File: src/rtl/i2s_pkg.sv
// Shared constants and types for the I2S sine transmitter.
//   SLOT_BITS    : bit clocks per channel slot
//   FRAME_BITS   : bit clocks per stereo frame (left + right)
//   SAMPLE_W_DEF : default sample width
//   state_e      : controller states
package i2s_pkg;

  localparam int SLOT_BITS    = 32;
  localparam int FRAME_BITS   = 64;
  localparam int SAMPLE_W_DEF = 24;

  typedef enum logic [0:0] {
    IDLE = 1'b0,
    RUN  = 1'b1
  } state_e;

endpackage

File: src/rtl/i2s_sine_tx_if.sv
// Bundle of the sample-stream and I2S-output signals of i2s_sine_tx.
//   run, data_valid, data_in              : from the sample source
//   bclk, lrclk, sdata, sample_req,
//   underrun                              : from the transmitter
// master : sample source / test driver side
// slave  : transmitter side
interface i2s_sine_tx_if #(
  parameter int SAMPLE_W = 24
);

  logic                run;
  logic                data_valid;
  logic [SAMPLE_W-1:0] data_in;
  logic                bclk;
  logic                lrclk;
  logic                sdata;
  logic                sample_req;
  logic                underrun;

  modport master (
    output run, data_valid, data_in,
    input  bclk, lrclk, sdata, sample_req, underrun
  );

  modport slave (
    input  run, data_valid, data_in,
    output bclk, lrclk, sdata, sample_req, underrun
  );

endinterface

File: src/rtl/i2s_bclk_div.sv
// Bit-clock divider: toggles bclk every BCLK_DIV enabled clk cycles.
//   i_clk     : system clock
//   i_reset   : synchronous active-high reset
//   i_en      : count enable; low clears the counter and forces bclk low
//   o_bclk    : registered bit clock
//   o_rise_en : high in the cycle whose edge takes bclk 0->1
//   o_fall_en : high in the cycle whose edge takes bclk 1->0
module i2s_bclk_div #(
  parameter int BCLK_DIV = 8
) (
  input  logic i_clk,
  input  logic i_reset,
  input  logic i_en,
  output logic o_bclk,
  output logic o_rise_en,
  output logic o_fall_en
);

  localparam int CW = (BCLK_DIV > 1) ? $clog2(BCLK_DIV) : 1;
  localparam logic [CW-1:0] TC = CW'(BCLK_DIV - 1);

  logic [CW-1:0] r_div_cnt;
  logic          r_bclk;
  logic          w_tc;

  assign w_tc = i_en && (r_div_cnt == TC);

  always_ff @(posedge i_clk) begin
    if (i_reset || !i_en) begin
      r_div_cnt <= '0;
      r_bclk    <= 1'b0;
    end else if (w_tc) begin
      r_div_cnt <= '0;
      r_bclk    <= ~r_bclk;
    end else begin
      r_div_cnt <= r_div_cnt + 1'b1;
    end
  end

  assign o_bclk    = r_bclk;
  assign o_rise_en = w_tc && !r_bclk;
  assign o_fall_en = w_tc && r_bclk;

endmodule

File: src/rtl/i2s_sine_tx.sv
// Philips-I2S transmitter for a mono sample stream. Each sample is sent
// MSB first, one bclk after the lrclk change, identically in the left and
// right slots. A frame is latched on RUN entry and at every 64-bit wrap;
// a latch with no fresh sample repeats the last one and sets a sticky
// underrun flag.
//   i_clk, i_reset : system clock, synchronous active-high reset
//   bus.run        : enable; low returns to IDLE (mid-frame abort allowed)
//   bus.data_valid : one-cycle strobe qualifying bus.data_in
//   bus.data_in    : two's-complement sample
//   bus.bclk       : bit clock, period 2*BCLK_DIV clk
//   bus.lrclk      : word select, 0 = left, 1 = right
//   bus.sdata      : serial data, changes only on bclk falling edges
//   bus.sample_req : one-cycle pulse per frame latch
//   bus.underrun   : sticky stale-frame flag, cleared only by reset
//
// state | meaning
// ------+--------------------------------------------------------------
// IDLE  | outputs low (underrun held); holding register still accepts data
// RUN   | bclk running, frame serialized, latch at each 63->0 wrap
module i2s_sine_tx
  import i2s_pkg::*;
#(
  parameter int BCLK_DIV = 8,
  parameter int SAMPLE_W = SAMPLE_W_DEF
) (
  input logic          i_clk,
  input logic          i_reset,
  i2s_sine_tx_if.slave bus
);

  localparam int BIT_CNT_W = $clog2(FRAME_BITS);
  localparam int POS_W     = $clog2(SLOT_BITS);

  localparam logic [0:0]           S_IDLE   = IDLE;
  localparam logic [0:0]           S_RUN    = RUN;
  localparam logic [POS_W-1:0]     LAST_POS = POS_W'(SAMPLE_W);
  localparam logic [BIT_CNT_W-1:0] LAST_BIT = BIT_CNT_W'(FRAME_BITS - 1);

  // Slot position 0 is the I2S one-bit delay; positions past the sample
  // width pad with zeros.
  function automatic logic slot_bit(input logic [SAMPLE_W-1:0] frame,
                                    input logic [POS_W-1:0]    pos);
    logic [SAMPLE_W-1:0] sh;
    sh = frame << (pos - 1'b1);
    if (pos == '0 || pos > LAST_POS) return 1'b0;
    return sh[SAMPLE_W-1];
  endfunction

  logic [0:0]           r_state;
  logic [SAMPLE_W-1:0]  r_hold;
  logic [SAMPLE_W-1:0]  r_frame;
  logic                 r_fresh;
  logic [BIT_CNT_W-1:0] r_bit_cnt;
  logic                 r_lrclk;
  logic                 r_sdata;
  logic                 r_sample_req;
  logic                 r_underrun;

  logic                 w_div_en;
  logic                 w_bclk;
  logic                 w_bclk_rise_unused;
  logic                 w_bclk_fall;
  logic                 w_wrap;
  logic                 w_stale;
  logic [BIT_CNT_W-1:0] w_bit_nx;
  logic [SAMPLE_W-1:0]  w_frame_nx;

  // The divider only runs in RUN while run stays high, so it restarts from
  // zero on every entry and bclk first rises BCLK_DIV clk after entry.
  assign w_div_en = (r_state == S_RUN) && bus.run;

  i2s_bclk_div #(
    .BCLK_DIV (BCLK_DIV)
  ) u_bclk_div (
    .i_clk     (i_clk),
    .i_reset   (i_reset),
    .i_en      (w_div_en),
    .o_bclk    (w_bclk),
    // bits are launched on falling edges only
    .o_rise_en (w_bclk_rise_unused),
    .o_fall_en (w_bclk_fall)
  );

  assign w_wrap     = w_bclk_fall && (r_bit_cnt == LAST_BIT);
  assign w_bit_nx   = r_bit_cnt + 1'b1;
  // A strobe on the latch cycle bypasses the holding register.
  assign w_frame_nx = bus.data_valid ? bus.data_in : r_hold;
  assign w_stale    = !r_fresh && !bus.data_valid;

  always_ff @(posedge i_clk) begin
    if (i_reset) begin
      r_state      <= S_IDLE;
      r_hold       <= '0;
      r_frame      <= '0;
      r_fresh      <= 1'b0;
      r_bit_cnt    <= '0;
      r_lrclk      <= 1'b0;
      r_sdata      <= 1'b0;
      r_sample_req <= 1'b0;
      r_underrun   <= 1'b0;
    end else begin
      r_sample_req <= 1'b0;

      if (bus.data_valid) begin
        r_hold  <= bus.data_in;
        r_fresh <= 1'b1;
      end

      case (r_state)
        S_IDLE: begin
          r_bit_cnt <= '0;
          r_lrclk   <= 1'b0;
          r_sdata   <= 1'b0;
          // Entry latch: never flags underrun; sdata starts at position 0.
          if (bus.run) begin
            r_state      <= S_RUN;
            r_frame      <= w_frame_nx;
            r_sample_req <= 1'b1;
            r_fresh      <= 1'b0;
          end
        end
        default: begin
          if (!bus.run) begin
            r_state   <= S_IDLE;
            r_hold    <= '0;
            r_fresh   <= 1'b0;
            r_bit_cnt <= '0;
            r_lrclk   <= 1'b0;
            r_sdata   <= 1'b0;
          end else if (w_bclk_fall) begin
            r_bit_cnt <= w_bit_nx;
            r_lrclk   <= w_bit_nx[BIT_CNT_W-1];
            // At the wrap the new position is 0, so the old frame is safe
            // to use here even though the frame register reloads.
            r_sdata   <= slot_bit(r_frame, w_bit_nx[POS_W-1:0]);
            if (w_wrap) begin
              r_frame      <= w_frame_nx;
              r_sample_req <= 1'b1;
              r_fresh      <= 1'b0;
              if (w_stale) r_underrun <= 1'b1;
            end
          end
        end
      endcase
    end
  end

  assign bus.bclk       = w_bclk;
  assign bus.lrclk      = r_lrclk;
  assign bus.sdata      = r_sdata;
  assign bus.sample_req = r_sample_req;
  assign bus.underrun   = r_underrun;

endmodule

File: src/flat_wrapper.sv
// flat-port wrapper written by rule: the top's interface ports become plain ports
module i2s_sine_tx_flat import i2s_pkg::*;
#(
  parameter int BCLK_DIV = 8,
  parameter int SAMPLE_W = SAMPLE_W_DEF
)
  (i_clk, i_reset, bus_run, bus_data_valid, bus_data_in, bus_bclk, bus_lrclk, bus_sdata, bus_sample_req, bus_underrun);
  i2s_sine_tx_if #(.SAMPLE_W(SAMPLE_W)) bus_i ();
  input logic i_clk;
  input logic i_reset;
  input wire logic [$bits(bus_i.run)-1:0] bus_run;
  input wire logic [$bits(bus_i.data_valid)-1:0] bus_data_valid;
  input wire logic [$bits(bus_i.data_in)-1:0] bus_data_in;
  output wire logic [$bits(bus_i.bclk)-1:0] bus_bclk;
  output wire logic [$bits(bus_i.lrclk)-1:0] bus_lrclk;
  output wire logic [$bits(bus_i.sdata)-1:0] bus_sdata;
  output wire logic [$bits(bus_i.sample_req)-1:0] bus_sample_req;
  output wire logic [$bits(bus_i.underrun)-1:0] bus_underrun;
  assign bus_i.run = bus_run;
  assign bus_i.data_valid = bus_data_valid;
  assign bus_i.data_in = bus_data_in;
  assign bus_bclk = bus_i.bclk;
  assign bus_lrclk = bus_i.lrclk;
  assign bus_sdata = bus_i.sdata;
  assign bus_sample_req = bus_i.sample_req;
  assign bus_underrun = bus_i.underrun;
  i2s_sine_tx #(.BCLK_DIV(BCLK_DIV), .SAMPLE_W(SAMPLE_W)) u_core (.i_clk(i_clk), .i_reset(i_reset), .bus(bus_i));
endmodule
File: config.mk
export PLATFORM = sky130hd
export DESIGN_NAME = i2s_sine_tx_flat
export DESIGN_NICKNAME = d
export VERILOG_FILES = /design/src/rtl/i2s_pkg.sv /design/src/rtl/i2s_sine_tx_if.sv /design/src/rtl/i2s_bclk_div.sv /design/src/rtl/i2s_sine_tx.sv /design/src/flat_wrapper.sv
export SDC_FILE = /design/constraint.sdc
export NUM_CORES = 1
export LEC_CHECK = 0
export CAP_MARGIN = 20
export CORE_MARGIN = 8
export CORE_UTILIZATION = 35
export CTS_CLUSTER_SIZE = 30
export DETAILED_ROUTE_END_ITERATION = 8
export GPL_TIMING_DRIVEN = 0
export MAX_ROUTING_LAYER = met4
export PLACE_DENSITY = 0.67
export SLEW_MARGIN = 20
export SYNTH_ARGS = -nofsm -noshare
export SYNTH_HDL_FRONTEND = slang
export SYNTH_SLANG_ARGS = --single-unit
File: constraint.sdc
create_clock -name i_clk -period 2.1 [get_ports i_clk]
set_input_delay 0.21 -clock i_clk [delete_from_list [all_inputs] [get_ports i_clk]]
set_output_delay 0.21 -clock i_clk [all_outputs]
set_load 0.05 [all_outputs]
## Word-level counts from Yosys, hierarchy flattened

Index checks and enable logic that the tools add are counted.

| operators by class | value |
|---|---|
| add/subtract/negate cells | 3 |
| $mul | 0 |
| div/mod/pow operators | 0 |
| $lt $le $gt $ge | 1 |
| equality and inequality tests | 4 |
| shift-type cells | 1 |
| muxes and demuxes | 26 |
| bitwise gates (word level) | 3 |
| reductions and logical operators | 15 |

Operators by type and width:

| cell | number |
|---|---|
| $mux 24 | 8 |
| $shl 24x5->24 | 1 |
| $mux 1 | 18 |
| $add 6x1->6 const B | 1 |
| $eq 6x6->1 const B | 1 |
| $gt 5x5->1 const B | 1 |
| $logic_and 1x1->1 | 5 |
| $logic_not 5->1 | 1 |
| $reduce_and 5->1 | 1 |
| $sub 5x1->5 const B | 1 |
| $ne 2x2->1 const B | 2 |
| $add 3x1->3 const B | 1 |
| $eq 3x3->1 const B | 1 |
| $logic_not 1->1 | 3 |
| $not 1->1 | 3 |
| $reduce_and 3->1 | 1 |
| $reduce_or 3->1 | 1 |
| $logic_or 1x1->1 | 2 |
| $reduce_or 2->1 | 1 |

| storage, ports and cells | value |
|---|---|
| register bits after elaboration | 64 |
| latch bits | 0 |
| memory bits (writable) | 0 |
| memory bits (read-only) | 0 |
| input port bits | 28 |
| output and inout port bits | 5 |
| logic and storage cells | 64 |
| memories | 0 |

## Logic depth before layout (Yosys ltp)

| logic depth | value |
|---|---|
| depth after elaboration | 9 |
| gate-level depth with buffers | 10 |
| gate-level depth less buffers | 8 |

## Modules after synthesis

From an unflattened synthesis, not the netlist that was laid out.

| unflattened totals | value |
|---|---|
| cells, all modules | 270 |
| area, all modules | 2866.5 µm² |

Modules (own cells, without submodules):

| module | instances | cells each | area each (µm²) | seq. area each (µm²) |
|---|---|---|---|---|
| i2s_sine_tx | 1 | 255 | 2693.8 | 1181.1 |
| i2s_bclk_div | 1 | 15 | 172.7 | 80.1 |

## Worst setup path after synthesis

OpenSTA, ideal clock, no wires.

| timing path | value |
|---|---|
| path type | register to register |
| start point | register u_core.r_bit_cnt[1] |
| end point | register u_core.r_sdata, in the netlist u_core.bus.sdata |
| library setup time | 79 ps |
| data arrival time | 1912 ps |
| required time | 2021 ps |
| path slack | 109 ps |
| cell stages (with the launch flop) | 8 |
| path buffers | 1 |
| clock period less this slack | 1991 ps |
| cells stage by stage | dfxtp_1 ha_1 buf_4 and3b_1 o31ai_1 xor2_1 mux2_2 o211ai_1 |

| on the way | value |
|---|---|
| word-level cells in the longest chain between the ends | 9 |
| elaborated cells on any way between the ends | 12 |
| classes of those cells | 2 x add/sub; 1 x order compare; 1 x shift; 6 x mux; 2 x reduce/logical |

Ends and longest elaborated chain:

| item | RTL line | text |
|---|---|---|
| from (decl) | i2s_sine_tx.sv:53 | `logic [BIT_CNT_W-1:0] r_bit_cnt;` |
| from (signal assigned) | i2s_sine_tx.sv:131 | `r_bit_cnt <= w_bit_nx;` |
| $add 6x1->6 (*) | i2s_sine_tx.sv:85 | `assign w_bit_nx = r_bit_cnt + 1'b1;` |
| named net u_core.w_bit_nx[1] | i2s_sine_tx.sv:65 | `logic [BIT_CNT_W-1:0] w_bit_nx;` |
| $gt 5x5->1 or $logic_not 5->1 (tied branches) | i2s_sine_tx.sv:45 | `if (pos == '0 \|\| pos > LAST_POS) return 1'b0;` |
| $logic_or 1x1->1 | i2s_sine_tx.sv:45 |  |
| $mux 1 | i2s_sine_tx.sv:45 |  |
| $mux 1 | i2s_sine_tx.sv:130 | `end else if (w_bclk_fall) begin` |
| $mux 1 | i2s_sine_tx.sv:123 | `if (!bus.run) begin` |
| $mux 1 | i2s_sine_tx.sv:109 | `case (r_state)` |
| $mux 1 | i2s_sine_tx.sv:91 | `if (i_reset) begin` |
| $mux 1 (*) | i2s_sine_tx.sv:46 | `return sh[SAMPLE_W-1];` |
| to (signal assigned) | i2s_sine_tx.sv:135 | `r_sdata <= slot_bit(r_frame, w_bit_nx[POS_W-1:0]);` |
| to (decl) | i2s_sine_tx.sv:55 | `logic r_sdata;` |

Mark *: on every way through the listed nets, which the timed path passes. The rest lies on a longest branch. The select of a mux whose other input is x is not followed.
A chain may end at the register's enable or synchronous reset.

## Worst setup path in the final report

| timing path | value |
|---|---|
| start point | register u_core.u_bclk_div.r_div_cnt[0] |
| end point | register u_core.r_frame[17] |

| on the way | value |
|---|---|
| word-level cells in the longest chain between the ends | 6 |
| elaborated cells on any way between the ends | 7 |
| classes of those cells | 3 x eq/ne; 4 x reduce/logical |

Ends and longest elaborated chain:

| item | RTL line | text |
|---|---|---|
| from (decl) | i2s_bclk_div.sv:22 | `logic [CW-1:0] r_div_cnt;` |
| from (signal assigned) | i2s_bclk_div.sv:36 | `r_div_cnt <= r_div_cnt + 1'b1;` |
| $eq 3x3->1 (*) | i2s_bclk_div.sv:26 | `assign w_tc = i_en && (r_div_cnt == TC);` |
| $logic_and 1x1->1 (*) | i2s_bclk_div.sv:26 |  |
| $logic_and 1x1->1 (*) | i2s_bclk_div.sv:42 | `assign o_fall_en = w_tc && r_bclk;` |
| $logic_and 1x1->1 | i2s_sine_tx.sv:84 | `assign w_wrap = w_bclk_fall && (r_bit_cnt == LAST_BIT);` |
| $ne 2x2->1 (no source line) | -- |  |
| $reduce_and 3->1 (no source line) (*) | -- |  |
| to (signal assigned) | i2s_sine_tx.sv:117 | `r_frame <= w_frame_nx;` |
| to (signal assigned) | i2s_sine_tx.sv:137 | `r_frame <= w_frame_nx;` |
| to (decl) | i2s_sine_tx.sv:51 | `logic [SAMPLE_W-1:0] r_frame;` |

Mark *: on every way between the ends. The rest lies on a longest branch, timed or not.

==> metrics.md <==
| Metric | Value |
|---|---|
| Placed Cells | 399 |
| Least-Margin Pin Slew | 0.6930 ns |
| Slowest CP cell | dfxtp_2 |
| Area growth syn-to-layout | 28.15% |
| Slew HR | 53.80% |
| Chip height | 105.1 um |
| Yosys top cell area share | 45.41% |
| Via-per-instance ratio | 4.833 |
| Setup_tns | 0 ns |
| Die width | 105.1 um |
| Critical Path RT | 2.29 ns |
| Post-place setup slack | -0.06506 ns |
| Cell area after synthesis | 0.002778 mm^2 |
| Vias in the first global route | 2177 |
| Residual DRC count | 0 |
| Final global-route overflow total | 0 |
| Clock Latency Late Sink | 0.34 ns |
| Distinct cells, synth | 36 |
| Pint | 2.009 mW |
| Power Density | 739.6 mW/mm^2 |
| Seq/Total Area, Yosys | 45.41% |
| Net Sw Power | 623.3 uW |
| CTS tree | yes |
| Unrepaired setup endpoints after global routing | no |
| DRT antenna net count | 0 |
| Clock network power share | 39.9% |
| Post-DP HPWL | 4142 um |
| CTS sink count | 63 |
| Final setup fails | 0 |
| Delay-heaviest family, CP | simple AND/OR/NAND/NOR gates |
| Starting Density | 35.95% |
| Core Box Area | 0.007727 mm^2 |
| Combinational share of power | 11.4% |
| Setup ws final | 0.09449 ns |
| Worst EP arrival | 2.20 ns |
| Bufs and invs on worst path | 3 |
| Clk root buf | clkbuf_8 |
| Synth top area cells | dfxtp_1, a211oi_2, mux2i_1 |
| Pwr Total | 2.633 mW |
| Post-synthesis cell count | 267 |
| Largest net degree at the start of global routing | 11 |
| Clk pin slew, worst setup/hold paths | 0.06 ns |
| Register area | 0.001267 mm^2 |
| Endpoint class of the critical path | flip-flop |
| FP Rows | 32 |
| Max IR drop VDD | 0.0005544 V |
| Share of cells above drive strength 1 | 25.70% |
| Max incr delay on CP | 0.33 ns |
| Area leader, netlist | dfxtp_1 |
| # diodes | 0 |
| Syn_nets | 299 |
| Final #Nets | 351 |
| Fin crit period | 2.006 ns |
| CP max FO | 10 |
| Crit path cell chain | ha_2 > ha_4 > and2_4 > buf_6 > nand4_1 > o21a_1 > nor2_4 > buf_6 > buf_12 > a211oi_2 |
| CTS Buffer Depth | 2 |
| Asr flop ratio synth | 0% |
| Input/output buffers | 30 |
| Global-route wire length before repair | 10220 um |
| Status | finished clean |
| Gr usage total | 11.64% |
| Multi-input logic area | 0.001431 mm^2 |
| Post-synth EDFFs | 0 |
| Gpl congestion | 0.8330 |
| Final std cells w/o fill | 425 |
| Max Freq | 498.6 MHz |
| Worst path most repeated cell | buf_6 |
| CP Launch Type | flip-flop |
| Worst Clk Skew | 0.006054 ns |
| Warnings from Yosys | 0 |
| I/O pin count | 33 |
| Sw frac | 23.68% |
| Max-slew violations | 0 |
| Number of synthesized register bits | 63 |
| CP Class | flip-flop to flip-flop |
| Endpoints failing hold | 0 |
| TritonCTS Buffers | 9 |
| DRT Wirelength | 6142 um |
| Initial antenna violation count | 0 |
| Final period util | 95.50% |
| Sequential share of power | 48.8% |
| Ys flop type | dfxtp_1 |
| P_leak | 1.390 nW |
| Wirelength per Cell | 14.45 um |
| DRT Pass-1 Iters | 4 |
| Via Count | 2054 |
| Layout fillers | 731 |
| Syn avg cell area | 10.40 um^2 |
| Type of the worst min-delay path | primary input to flip-flop |
| Die area | 0.01104 mm^2 |
| H-tree levels | 3 |
| Max-Cap Viols | 0 |
| First-iteration detailed-routing DRC count | 97 |
[path summary, 6_finish.rpt]
kind | from | end | slack, ns | cells after the start
worst min register to register | u_core.u_bclk_div.r_div_cnt[0]$_SDFF_PP0_ | u_core.u_bclk_div.r_div_cnt[0]$_SDFF_PP0_ | 0.41 | 1
worst max register to register | u_core.u_bclk_div.r_div_cnt[0]$_SDFF_PP0_ | u_core.r_frame[17]$_SDFFE_PP0P_ | 0.09 | 10
worst min-delay path | i_reset | u_core.r_frame[5]$_SDFFE_PP0P_ | 0.37 | 2
worst max-delay path | u_core.u_bclk_div.r_div_cnt[0]$_SDFF_PP0_ | u_core.r_frame[17]$_SDFFE_PP0P_ | 0.09 | 10
[state kept, by name, summed over array words and instances (netlist names), 3 cells and up]
name,cells
u_core.r_bit_cnt,5
u_core.r_frame,24
u_core.r_hold,24
u_core.u_bclk_div.r_div_cnt,3
[synthesized netlist by cell type, types with 3 or more instances]
master,count
buf_4,3
ha_1,4
buf_6,4
dfxtp_1,63
mux4_2,6
a21oi_1,4
xnor2_1,4
a211oi_2,24
nand2_1,11
nor2_1,56
nand4_1,3
nor3_1,3
clkbuf_1,7
o21ai_0,5
nor2b_1,3
nand3_1,3
mux2i_1,27
xor2_1,5
buf_2,6
[area by class of cell]
type	instances	share of cell area, %
Buffer	20	4.112
Tap cell	102	3.585
Sequential cell	63	35.61
Timing Repair Buffer	41	10.76
Inverter	2	0.2109
Clock inverter	4	1.265
Clock buffer	11	4.253
Multi-Input combinational cell	182	40.21
[placed cells by master, fill, tap and decap left out, types with 2 or more instances in the layout]
cell type	Yosys	final
clkbuf_1	7	7
and3b_1	2	2
a211oi_2	24	24
and3_1	2	2
a21oi_1	4	4
mux4_2	6	6
nand2_1	11	11
buf_2	6	5
buf_4	3	12
or3_1	2	2
nor3_1	3	3
dfxtp_2	0	2
dfxtp_1	63	60
clkinv_2	0	3
nor2_1	56	56
o21a_1	2	2
nor3b_1	2	2
xnor2_1	4	3
o21ai_0	5	5
nor2b_1	3	3
ha_4	0	2
nand4_1	3	3
clkdlybuf4s50_1	0	30
clkbuf_8	0	11
nand3_1	3	3
nand4b_1	2	2
xor2_1	5	5
buf_6	4	4
mux2i_1	27	27
inv_1	2	2
[repair_timing]
action	4_1_cts	5_1_grt
resized for setup	4	15
hold endpoints to repair	0	0
gates cloned	0	1
endpoints found under the setup margin	11	24
hold buffers	0	0
pin swaps	1	5
buffers inserted	2	8
[power by group through the flow]
stage	registers (mW)	logic [mW]	clock network [mW]
after global routing	1.29	0.327	1.14
after detailed placement	1.31	0.284	0
after CTS	1.28	0.287	1.07
final	1.28	0.299	1.05
after floorplan	1.31	0.191	0
after global placement	1.31	0.277	0
[logic make-up (layout without fill, tap and decap cells)]
group	count (synthesis)	count (layout)	synth area share (%)
AND/OR/NAND/NOR	95	95	15.81
flip-flops	63	63	45.41
AO/OA/AOI/OAI	39	39	14.01
multiplexers	35	35	15.41
buffers and inverters	22	78	4.730
XOR/XNOR	9	9	2.838
adder cells (fa/ha/maj)	4	4	1.802
[per-layer routing]
metal,part of all wire [%],track usage (%),vias up
li1,-,-,1036
met1,44,13.03,978
met2,52,19.28,33
met3,3.5,4.054,7
met4,0.62,3.160,0
met5,0,-,-
[metrics by stage]
step	hold WS [ns]	cell area (um^2)	utilization, %
finish	0.3669	3560	46.07
global route	0.3795	3560	46.07
CTS	0.3848	3430	44.38
detailed placement	0.4315	3206	41.48
global placement	0.4185	3206	41.48
floorplan	0.3870	2778	-
Power figures use the tool's default switching activity.
